[src/rtl/lfsr_sequencer.sv]
// Command controller for a Fibonacci LFSR: latches seed/step count, loads, shifts
// N times (or until the state returns to the seed) and reports completion.
module lfsr_sequencer #(
  parameter int unsigned            WIDTH = 4,
  parameter logic [WIDTH-1:0]       TAPS  = 4'b1100,
  parameter int unsigned            CNT_W = 8
) (
  input  logic             clk,
  input  logic             rst,
  input  logic             start,
  input  logic             abort,
  input  logic [WIDTH-1:0] seed,
  input  logic [CNT_W-1:0] steps,
  output logic             busy,
  output logic             done,
  output logic             err,
  output logic [WIDTH-1:0] lfsr_out,
  output logic [CNT_W-1:0] cnt_out,
  output logic             bit_out,
  output logic             bit_vld
);

  typedef enum logic [1:0] {
    IDLE = 2'd0,
    LOAD = 2'd1,
    RUN  = 2'd2,
    DONE = 2'd3
  } state_e;

  state_e           state_q,   state_d;
  logic [WIDTH-1:0] seed_q,    seed_d;
  logic [CNT_W-1:0] steps_q,   steps_d;
  logic [WIDTH-1:0] lfsr_q,    lfsr_d;
  logic [CNT_W-1:0] cnt_q,     cnt_d;
  logic             busy_q,    busy_d;
  logic             done_q,    done_d;
  logic             err_q,     err_d;
  logic             bit_out_q, bit_out_d;
  logic             bit_vld_q, bit_vld_d;

  logic [WIDTH-1:0] shifted;
  logic [CNT_W-1:0] cnt_inc;

  always_comb begin
    shifted   = {lfsr_q[WIDTH-2:0], ^(lfsr_q & TAPS)};
    cnt_inc   = cnt_q + CNT_W'(1);

    state_d   = state_q;
    seed_d    = seed_q;
    steps_d   = steps_q;
    lfsr_d    = lfsr_q;
    cnt_d     = cnt_q;
    err_d     = err_q;
    bit_out_d = bit_out_q;
    busy_d    = 1'b0;
    done_d    = 1'b0;
    bit_vld_d = 1'b0;

    unique case (state_q)
      IDLE: begin
        if (start) begin
          seed_d  = seed;
          steps_d = steps;
          err_d   = 1'b0;
          cnt_d   = '0;
          state_d = LOAD;
          busy_d  = 1'b1;
        end
      end
      LOAD: begin
        if (abort) begin
          state_d = IDLE;
          err_d   = 1'b0;
        end else begin
          lfsr_d = seed_q;
          if (seed_q == '0) begin
            state_d = DONE;
            done_d  = 1'b1;
            err_d   = 1'b1;
          end else begin
            state_d = RUN;
            busy_d  = 1'b1;
          end
        end
      end
      RUN: begin
        // abort wins over any stop condition and freezes lfsr/cnt
        if (abort) begin
          state_d = IDLE;
          err_d   = 1'b0;
        end else begin
          lfsr_d    = shifted;
          cnt_d     = cnt_inc;
          bit_vld_d = 1'b1;
          bit_out_d = shifted[WIDTH-1];
          busy_d    = 1'b1;
          if (steps_q != '0) begin
            if (cnt_inc == steps_q) begin
              state_d = DONE;
              done_d  = 1'b1;
              busy_d  = 1'b0;
            end
          end else if (shifted == seed_q) begin
            state_d = DONE;
            done_d  = 1'b1;
            busy_d  = 1'b0;
          end else if (cnt_inc == '1) begin
            state_d = DONE;
            done_d  = 1'b1;
            busy_d  = 1'b0;
            err_d   = 1'b1;
          end
        end
      end
      DONE: begin
        state_d = IDLE;
      end
      default: begin
        state_d = IDLE;
      end
    endcase
  end

  always_ff @(posedge clk or negedge rst) begin
    if (!rst) begin
      state_q   <= IDLE;
      seed_q    <= '0;
      steps_q   <= '0;
      lfsr_q    <= '0;
      cnt_q     <= '0;
      busy_q    <= 1'b0;
      done_q    <= 1'b0;
      err_q     <= 1'b0;
      bit_out_q <= 1'b0;
      bit_vld_q <= 1'b0;
    end else begin
      state_q   <= state_d;
      seed_q    <= seed_d;
      steps_q   <= steps_d;
      lfsr_q    <= lfsr_d;
      cnt_q     <= cnt_d;
      busy_q    <= busy_d;
      done_q    <= done_d;
      err_q     <= err_d;
      bit_out_q <= bit_out_d;
      bit_vld_q <= bit_vld_d;
    end
  end

  assign busy     = busy_q;
  assign done     = done_q;
  assign err      = err_q;
  assign lfsr_out = lfsr_q;
  assign cnt_out  = cnt_q;
  assign bit_out  = bit_out_q;
  assign bit_vld  = bit_vld_q;

endmodule

[config.mk]
export PLATFORM = sky130hd
export DESIGN_NAME = lfsr_sequencer
export DESIGN_NICKNAME = d
export VERILOG_FILES = /design/src/rtl/lfsr_sequencer.sv
export SDC_FILE = /design/constraint.sdc
export NUM_CORES = 1
export LEC_CHECK = 0
export ABC_AREA = 1
export CAP_MARGIN = 20
export CORE_UTILIZATION = 50
export CTS_BUF_LIST = sky130_fd_sc_hd__clkbuf_8
export DETAILED_ROUTE_END_ITERATION = 6
export PLACE_DENSITY_LB_ADDON = 0.3
export SLEW_MARGIN = 20
export SYNTH_ARGS = -nofsm -noshare
export SYNTH_HDL_FRONTEND = slang
export SYNTH_SLANG_ARGS = --single-unit
[constraint.sdc]
create_clock -name clk -period 2.55 [get_ports clk]
set_input_delay 0.51 -clock clk [delete_from_list [all_inputs] [get_ports clk]]
set_output_delay 0.51 -clock clk [all_outputs]
set_load 0.02 [all_outputs]
==> impl_results.md <==
* CP max FO at 9
* Largest net degree at the start of global routing at 32
* RSZ-0062 raised after global routing: false
* Number of diodes at 0
* Worst-Skew Late Latency at slightly below 0.3 ns
* Buffer levels on the longest clock path at 2
* Fin cells at 321
* CTS tree: built
* Peak supply drop at between 0.6 and 0.7 mV
* CTS Buf Count at 5
* Drt pass-1 iters at 4
* Total length of routed wires at 3800 um
* Inst Count DP at 313
* H-Tree Depth at 2
* Worst Hold Depth at 2
* Core area at 3390 um2
* Initial antenna violation count at 0
* Headroom to the max-slew limit at roughly three fifths
* Vias in the first global route at around 1500
* Clock share of power at about 17%
* Hold Fails Final Rpt at 0
* Via/cell ratio at 5.04
* Hold Crit Class: reg2reg
* Syn avg cell area at about 7.7 um2
* Antenna violation net count after detailed routing at 0
* Die area at between 3000 and 4000 um2
* Clock transition at the registers of the reported paths at around 0.070 ns
* Post-synth cell types at 28
* Die width at between 60 and 70 um
* Internal power at 0.00125 W
* Crit start category: register
* DR vias at approximately 1600
* Sequential area share after synthesis at a little over two fifths
* Nets at slightly below 300
* Crit-path slowest cell: dfrtp_1
* Yosys warns at 0
* # resized after CTS at 0
* Critical path class: reg2reg
* Grt total ovfl at 0
* Worst r2r path cells at 9
* Status: complete, no violations
* Drt drc at 0
* GRT Total Usage at 21.9%
* WP depth at 9
* Fraction of layout cells with a size suffix above 1 at 11.3%
* Measured slew at the worst slew-check pin at between 0.5 and 0.6 ns
* GP Congestion at around 0.86
* Buffers & Inverters on Critical Path at 4
* Area growth from synthesis to layout at 25.5%
* Total clock sinks at 31
* Switch Pwr at ~0.00085 W
* Slew Viols, Final at 0
* Max stage delay on crit path at between 0.4 and 0.5 ns
* Port buffer count at 32
* Crit share post-route at between 80 and 90%
* Hold Buf Count CTS at 0
* Per-cell routed wire length at between 10 and 15 um
* Sw Ratio at about 40%
* Worst setup margin at 0.425 ns
* #FFs+latches synth at 31
* Global-route wire length before repair at 6530 um
* Final setup vio count at 0
* Die Ht at between 60 and 70 um
* Worst path top cell family by delay: flip-flops
* Synth Instances at ~240
* CP most frequent cell: inv_2
* Clock root buffer: clkbuf_8
* Synth Cell Area at 1810 um2
* Synth Net Count at between 200 and 300
* Initial Utilization at ~53%
* Final clock skew at 0.00883 ns
* Starting DRC count in detailed routing at 75
* Setup Fix Bufs, Post-CTS at 0
* Max cap viols at 0
* Leakage at 1.07 nW
* CP arrival at 2.27 ns
* Worst setup EP type: register
* Place WS at 0.413 ns
* IO Count at 33
* Crit path cell chain: inv_1 > ha_1 > inv_2 > nor2_4 > inv_2 > nor2_1 > inv_2 > o21ai_2 > o22ai_1
* Placement Rows at 21
* Comb pwr share at 43.3%
* Final min period at approximately 2.1 ns
* Seq pwr share at around two fifths
* Total Neg Setup Slack at 0 ns
* Fmax at 471 MHz
* Power per cell area at ~920 nW/um2
* Critical path required time at around 2.7 ns
* Hold Slack at about 0.5 ns
* Detail Placement HPWL at 2940 um
==> cell usage in the layout, fill, tap and decap left out, drive strengths merged, types with 2 or more instances in the layout <==
master and instances:
a21oi 11, o22ai 5, ha 8, clkbuf 5
xnor2 2, o21ai 11, inv 36, mux2 5
nor3 2, dfrtp 31, nand4 2, nand2 62
nor2 33, o211ai 3, buf 2, xor2 2
clkdlybuf4s50 32, nand3 18
==> final timing paths <==
path	end	slack, ns	from
worst max-delay path	cnt_out[2]	0.42	state_q[0]
worst min-delay path	err	0.49	err
worst max register to register	cnt_out[2]	0.42	state_q[0]
worst min register to register	err	0.49	err
max in group asynchronous	steps_q[5]	1.66	rst
min in group asynchronous	lfsr_out[3]	0.61	rst
==> cell type report <==
| type | instances | area (um2) |
|---|---|---|
| inverters | 34 | 128 |
| clock buffers | 5 | 68.8 |
| multi-input cells | 168 | 893 |
| clock inverters | 3 | 12.5 |
| repair buffers | 34 | 335 |
| well taps | 46 | 57.6 |
| flip-flops and latches | 31 | 776 |
| fillers | 291 | 1120 |
==> state kept, by name, indices dropped and copies added, names as in the netlist <==
register / cells
busy: 1
state_q: 2
steps_q: 8
bit_vld: 1
bit_out: 1
seed_q: 4
err: 1
cnt_out: 8
done: 1
lfsr_out: 4
==> synthesized netlist by cell type <==
master / n / share of area [%]
nand2_1: 55 / 11
dfrtp_1: 31 / 43
inv_1: 30 / 6.2
nor2_1: 30 / 6.2
nand3_1: 17 / 4.7
a21oi_1: 11 / 3.0
ha_1: 8 / 5.5
nand2_2: 7 / 2.4
mux2_2: 5 / 3.1
o21ai_1: 5 / 1.4
o22ai_1: 5 / 1.7
inv_2: 4 / 0.83
o21ai_0: 4 / 1.1
o211ai_1: 3 / 1.2
clkbuf_1: 2 / 0.42
nand4_1: 2 / 0.69
nor2_2: 2 / 0.69
nor3_1: 2 / 0.55
o21ai_2: 2 / 0.97
xnor2_1: 2 / 0.97
xor2_1: 2 / 0.97
a31oi_1: 1 / 0.35
buf_2: 1 / 0.28
nand3_2: 1 / 0.55
nand3b_1: 1 / 0.42
nor2_4: 1 / 0.62
nor4_1: 1 / 0.35
or2_2: 1 / 0.35
==> per-stage QoR <==
step | area (um2) | util (%) | power (W)
finish | 2270 | 67.0 | 0.00209
global route | 2270 | 67.0 | 0.00226
global placement | 2190 | 64.6 | 0.00171
CTS | 2270 | 67.0 | 0.00210
floorplan | 1810 | - | 0.00143
detailed placement | 2190 | 64.6 | 0.00173
==> tightest hold or removal path, stage by stage (launching register included) <==
cell	delay, ns
dfrtp_1	0.34
nand2_1	0.05
o21ai_1	0.06
==> logic make-up (layout without fill, tap and decap cells) <==
logic type / count (synthesis) / in the layout / share of synthesized area (%)
DFF: 31 / 31 / 42.9
and+or+nand+nor: 120 / 120 / 29.0
xor gates and xnor gates: 4 / 4 / 1.94
buffers and inverters: 37 / 76 / 7.75
muxes: 5 / 5 / 3.11
AOI/OAI and AO/OA: 31 / 31 / 9.82
adders and majority gates: 8 / 8 / 5.53
==> power by group through the flow <==
stage | registers [W] | logic (W) | clock network (W)
6_report | 0.000825 | 0.000906 | 0.000362
4_1_cts | 0.000824 | 0.000909 | 0.000369
3_3_place_gp | 0.000824 | 0.000883 | 0
3_5_place_dp | 0.000830 | 0.000902 | 0
5_1_grt | 0.000848 | 0.00102 | 0.000391
2_1_floorplan | 0.000861 | 0.000572 | 0
==> layer usage <==
layer	track usage [%]	vias to the layer above	part of all wire (%)
met5	0	-	0
li1	-	827	-
met3	5.51	7	5.0
met1	28.6	738	47
met2	34.8	47	46
met4	8.72	0	1.7
Note: power is estimated with default switching activity, not from simulation.
